===== src/rtl/toggle_period_meter.sv =====
// Synchronises an async toggling input, emits rise/fall strobes, measures each
// half-period in clk cycles and flags glitches (short half-periods) and stuck input.
module toggle_period_meter #(
  parameter int SYNC_STAGES = 2,
  parameter int CNT_W       = 16,
  parameter int MIN_HALF    = 2,
  parameter int TIMEOUT     = 1000
) (
  input  logic             i_clk,
  input  logic             i_rst,
  input  logic             i_en,
  input  logic             i_sig_in,
  output logic             o_rise,
  output logic             o_fall,
  output logic [CNT_W-1:0] o_half_period,
  output logic             o_hp_valid,
  output logic [CNT_W-1:0] o_toggle_cnt,
  output logic             o_glitch,
  output logic             o_stuck
);

  typedef enum logic [1:0] {
    S_IDLE  = 2'd0,
    S_ARMED = 2'd1,
    S_STUCK = 2'd2
  } state_t;

  localparam logic [CNT_W-1:0] CNT_MAX    = '1;
  localparam logic [CNT_W-1:0] MIN_HALF_C = CNT_W'(MIN_HALF);
  localparam logic [CNT_W-1:0] TIMEOUT_C  = CNT_W'(TIMEOUT);

  state_t                 r_state;
  state_t                 w_state_nxt;
  logic [SYNC_STAGES-1:0] r_sync;
  logic                   r_prev;
  logic [CNT_W-1:0]       r_hp_cnt;
  logic [CNT_W-1:0]       w_hp_cnt_nxt;
  logic                   w_sync_last;
  logic                   w_edge;
  logic                   w_measure;
  logic                   w_glitch_nxt;

  assign w_sync_last = r_sync[SYNC_STAGES-1];
  assign w_edge      = w_sync_last ^ r_prev;

  // The synchroniser keeps running while disabled so re-enabling sees a settled level.
  always_ff @(posedge i_clk) begin
    if (i_rst) begin
      r_sync <= '0;
      r_prev <= 1'b0;
    end else begin
      r_sync <= {r_sync[SYNC_STAGES-2:0], i_sig_in};
      r_prev <= w_sync_last;
    end
  end

  always_ff @(posedge i_clk) begin
    if (i_rst) begin
      r_state  <= S_IDLE;
      r_hp_cnt <= '0;
    end else begin
      r_state  <= w_state_nxt;
      r_hp_cnt <= w_hp_cnt_nxt;
    end
  end

  always_comb begin
    w_state_nxt  = r_state;
    w_measure    = 1'b0;
    w_glitch_nxt = 1'b0;
    if (!i_en) begin
      w_state_nxt = S_IDLE;
    end else begin
      case (r_state)
        S_IDLE: begin
          if (w_edge) w_state_nxt = S_ARMED;
        end
        S_ARMED: begin
          if (w_edge) begin
            if (r_hp_cnt >= MIN_HALF_C) w_measure    = 1'b1;
            else                        w_glitch_nxt = 1'b1;
          end else if (r_hp_cnt == TIMEOUT_C) begin
            w_state_nxt = S_STUCK;
          end
        end
        S_STUCK: begin
          if (w_edge) w_state_nxt = S_ARMED;
        end
        default: w_state_nxt = S_IDLE;
      endcase
    end
  end

  // The count at an edge is the number of cycles since the previous edge.
  always_comb begin
    w_hp_cnt_nxt = r_hp_cnt;
    if (!i_en)                   w_hp_cnt_nxt = '0;
    else if (w_edge)             w_hp_cnt_nxt = CNT_W'(1);
    else if (r_hp_cnt != CNT_MAX) w_hp_cnt_nxt = r_hp_cnt + CNT_W'(1);
  end

  always_ff @(posedge i_clk) begin
    if (i_rst) begin
      o_rise        <= 1'b0;
      o_fall        <= 1'b0;
      o_hp_valid    <= 1'b0;
      o_glitch      <= 1'b0;
      o_half_period <= '0;
      o_toggle_cnt  <= '0;
    end else begin
      o_rise     <= i_en & w_edge & w_sync_last;
      o_fall     <= i_en & w_edge & ~w_sync_last;
      o_hp_valid <= w_measure;
      o_glitch   <= w_glitch_nxt;
      if (w_measure)       o_half_period <= r_hp_cnt;
      if (i_en && w_edge)  o_toggle_cnt  <= o_toggle_cnt + CNT_W'(1);
    end
  end

  assign o_stuck = (r_state == S_STUCK);

endmodule


===== config.mk =====
export PLATFORM = sky130hd
export DESIGN_NAME = toggle_period_meter
export DESIGN_NICKNAME = d
export VERILOG_FILES = /design/src/rtl/toggle_period_meter.sv
export SDC_FILE = /design/constraint.sdc
export NUM_CORES = 1
export LEC_CHECK = 0
export BUFFER_PORTS_ARGS = -buffer_cell sky130_fd_sc_hd__buf_2
export CAP_MARGIN = 20
export CORE_MARGIN = 1
export CORE_UTILIZATION = 60
export CTS_CLUSTER_SIZE = 14
export DETAILED_ROUTE_END_ITERATION = 7
export PLACE_DENSITY = 0.89
export SYNTH_ARGS = -nofsm -noshare
export SYNTH_HDL_FRONTEND = slang
export SYNTH_SLANG_ARGS = --single-unit

===== constraint.sdc =====
create_clock -name i_clk -period 5.7 [get_ports i_clk]
set_input_delay 0.285 -clock i_clk [delete_from_list [all_inputs] [get_ports i_clk]]
set_output_delay 0.285 -clock i_clk [all_outputs]
set_load 0.02 [all_outputs]

==> qor.log <==
qor: synth.syn_area_per_cell 9.10 µm²
qor: drt.drt_pass1_iterations 5
qor: cells_and_area.layout.cells.most_common_list 57 x dfxtp_1, 40 x buf_2, 33 x nand2b_1, 18 x mux2i_1, 18 x a21oi_1
qor: min_path.worst_hold_path_type input pin to flip-flop
qor: sta.post-route-min-period 2.74 ns
qor: setup_path.cp_num_buf_inv 0
qor: cells_and_area.num_antenna_cells 0
qor: floorplanning.die_h 68.1 µm
qor: setup_path.startpoint_kind_of_the_worst_setup_timing_path flip-flop
qor: cts.holdBufCountCts 0
qor: sta.setup_repair_after_global_routing_missed_its_margin false
qor: setup_path.crit_path_cell_trace xor2_1 > nand3_1 > nor2_2 > mux2i_1
qor: sta.worst_pin_slew 1.05 ns
qor: drt.drc 0
qor: cts.numCtsBuffers 9
qor: floorplanning.design.core.area 4090 µm²
qor: cts.ctsResizeCount 0
qor: drt.vias_per_cell 5.98
qor: synth.synth_largest_type_area_fraction 43.5%
qor: sta.finalCritPeriodShare 48.1%
qor: setup_path.critical_path.endpoint_type flip-flop
qor: synth.synth.area.top_cells dfxtp_1 44%, nand2b_1 7.9%, mux2i_1 6.9%
qor: placed_design.io_buffers 40
qor: cells_and_area.synthToLayoutAreaGrowth 16.4%
qor: floorplanning.io_pins 41
qor: cts.clock_latency 0.33 ns
qor: placed_design.hpwl_detailed 3750 µm
qor: cts.cts_tree yes
qor: status.run_status completed
qor: cells_and_area.mostFrequentLayoutCell dfxtp_1
qor: global_routing.grt_start_max_net_pins 56
qor: cts.cts_root_cell clkbuf_8
qor: synth.synth-edff-count 0
qor: synth.syn-num-nets 296
qor: floorplanning.start_util 64.1%
qor: drt.finalWirelength 5710 µm
qor: drt.drt_iter0_drc 169
qor: floorplanning.floorplan.die.width 68.1 µm
qor: setup_path.worstReg2RegEnd o_half_period[5]$_SDFFE_PP0P_
qor: global_routing.vias_in_the_first_global_route 2,052
qor: drt.ant_nets 0
qor: setup_path.timing.critical_path.to o_half_period[5]$_SDFFE_PP0P_
qor: setup_path.ff2ff_setup_slack 2.96 ns
qor: setup_path.worst-path-stages 4
qor: setup_path.worstPathMaxFanout 16
qor: synth.synth_seq_cells 57
qor: synth.register_area_share_after_synthesis 43.5%
qor: setup_path.worstSetupPathType flip-flop to flip-flop
qor: synth.yosysWarningCount 0
qor: pwr.leakagePower 1.16 nW
qor: placed_design.gp_routability_congestion 0.816
qor: synth.netlist.top_cell.by_area dfxtp_1
qor: cells_and_area.layout_cells_sized_above_1 17.3%
qor: setup_path.worstPathArrival 2.99 ns
qor: pwr.worst_ir_drop_vdd 0.000242 V
qor: cts.cts_buffer_depth 2
qor: synth.syn-cell-area 2620 µm²
qor: cts.htree_num_levels 3
qor: global_routing.grt_antenna_before_repair 0
qor: sta.fmaxAchievable 0.365 GHz
qor: global_routing.grt_first_pass_wirelength 9270 µm
qor: cts.clkSlewWorstSetupHoldPaths 0.06 ns
qor: sta.timing.final.max_slew_violations 0
qor: synth.ys_dominant_reg_cell dfxtp_1
qor: setup_path.cp_data_required_time 5.95 ns
qor: drt.routed_wire_length_per_instance 15.0 µm
qor: setup_path.rr_worst_depth 4
qor: setup_path.path_delay_family simple AND/OR/NAND/NOR gates
qor: synth.async_flop_share 0%
qor: pwr.power_per_cell_area 285 nW/µm²
qor: cells_and_area.design.final.nets 334
qor: sta.hold_viol_final 0
qor: setup_path.slowest_stage xor2_1
qor: sta.totalNegativeSetupSlack 0 ns
qor: sta.final-setup-viol-count 0
qor: flow_run.max-cap-violations 0
qor: synth.synthDistinctLibCells 40
qor: global_routing.overflow 0
qor: setup_path.r2r-start r_sync[1]$_SDFF_PP0_
qor: drt.routed-via-count 2,272
qor: setup_path.worst_setup_sp r_sync[1]$_SDFF_PP0_
qor: floorplanning.die_area 4640 µm²
qor: cts.postCtsSetupRepairBufs 0
qor: cts.numClockSinks 57
qor: floorplanning.floorplan_row_count 23
qor: synth.cell_count_after_synthesis 288
qor: sta.worst_slew_margin_rel 29.9%
qor: sta.final.setup_skew 0.00833 ns
qor: cells_and_area.utilization 74.6%
qor: global_routing.grt_usage 27.3%
qor: setup_path.critical-path-max-stage-delay 0.84 ns
## cell families after synthesis
family / share of synthesized area, %
fa+ha+maj: 1.91
flops: 43.5
simple gates: 32.1
compound gates: 9.26
mux: 6.87
xor+xnor: 3.34
buf+inv: 2.96
## cell usage after synthesis, types with 5 or more instances
master / n
xor2_1: 8
nand2b_1: 33
nor3_1: 7
nand2_1: 16
clkbuf_1: 10
o21ai_0: 13
nor2b_1: 6
a21oi_1: 18
nor2_1: 13
or4_1: 6
nand4_1: 9
mux2i_1: 18
inv_1: 5
nand3_1: 13
dfxtp_1: 57
or3_1: 11
## through the flow
step	worst slack, ns	power, W	hold slack, ns	instances	cell area [µm²]
2_1_floorplan	3.82	0.000431	0.413	288	2620
3_3_place_gp	3.14	0.000437	0.455	365	2830
6_report	2.96	0.000868	0.189	380	3050
5_1_grt	2.72	0.000895	0.205	380	3050
3_5_place_dp	3.03	0.000438	0.461	365	2830
4_1_cts	2.94	0.000873	0.194	380	3050
## area by class of cell
cell class,instances,area (µm²)
Clock inverter,3,90.1
Multi-Input combinational cell,213,1400
Fill cell,280,1040
Tap cell,50,62.6
Inverter,5,18.8
Timing Repair Buffer,40,200
Sequential cell,57,1140
Clock buffer,12,135
## worst min-delay path by stage
stage	from	endpoint	slack, ns	depth (start not counted)
3_5_place_dp	o_half_period[9]$_SDFFE_PP0P_	o_half_period[9]$_SDFFE_PP0P_	0.46	2
6_report	i_sig_in	r_sync[0]$_SDFF_PP0_	0.19	2
4_1_cts	i_sig_in	r_sync[0]$_SDFF_PP0_	0.19	2
3_3_place_gp	o_half_period[15]$_SDFFE_PP0P_	o_half_period[15]$_SDFFE_PP0P_	0.45	2
5_1_grt	i_sig_in	r_sync[0]$_SDFF_PP0_	0.21	2
2_1_floorplan	i_sig_in	r_sync[0]$_SDFF_PP0_	0.41	1
## registers in the layout, summed over array words and instances (netlist names)
name,flops
o_half_period,16
o_toggle_cnt,16
r_hp_cnt,16
r_state,2
r_sync,2
o_fall,1
o_glitch,1
o_hp_valid,1
o_rise,1
r_prev,1
## routing by layer
metal,GRT usage (%),up-vias,share of wire (%),wire (µm)
li1,-,1112,-,-
met5,0,-,0,0
met2,42.4,75,48,2740
met4,14.8,0,2.1,121
met1,35.0,1073,45,2590
met3,5.83,12,4.6,260
## power by group
group / internal [W] / total [W] / switching (W)
Clock: 0.000289 / 0.000439 / 0.000151
Combinational: 0.00000958 / 0.0000254 / 0.0000158
Sequential: 0.000401 / 0.000404 / 0.00000296
Note: power is estimated with default switching activity, not from simulation.
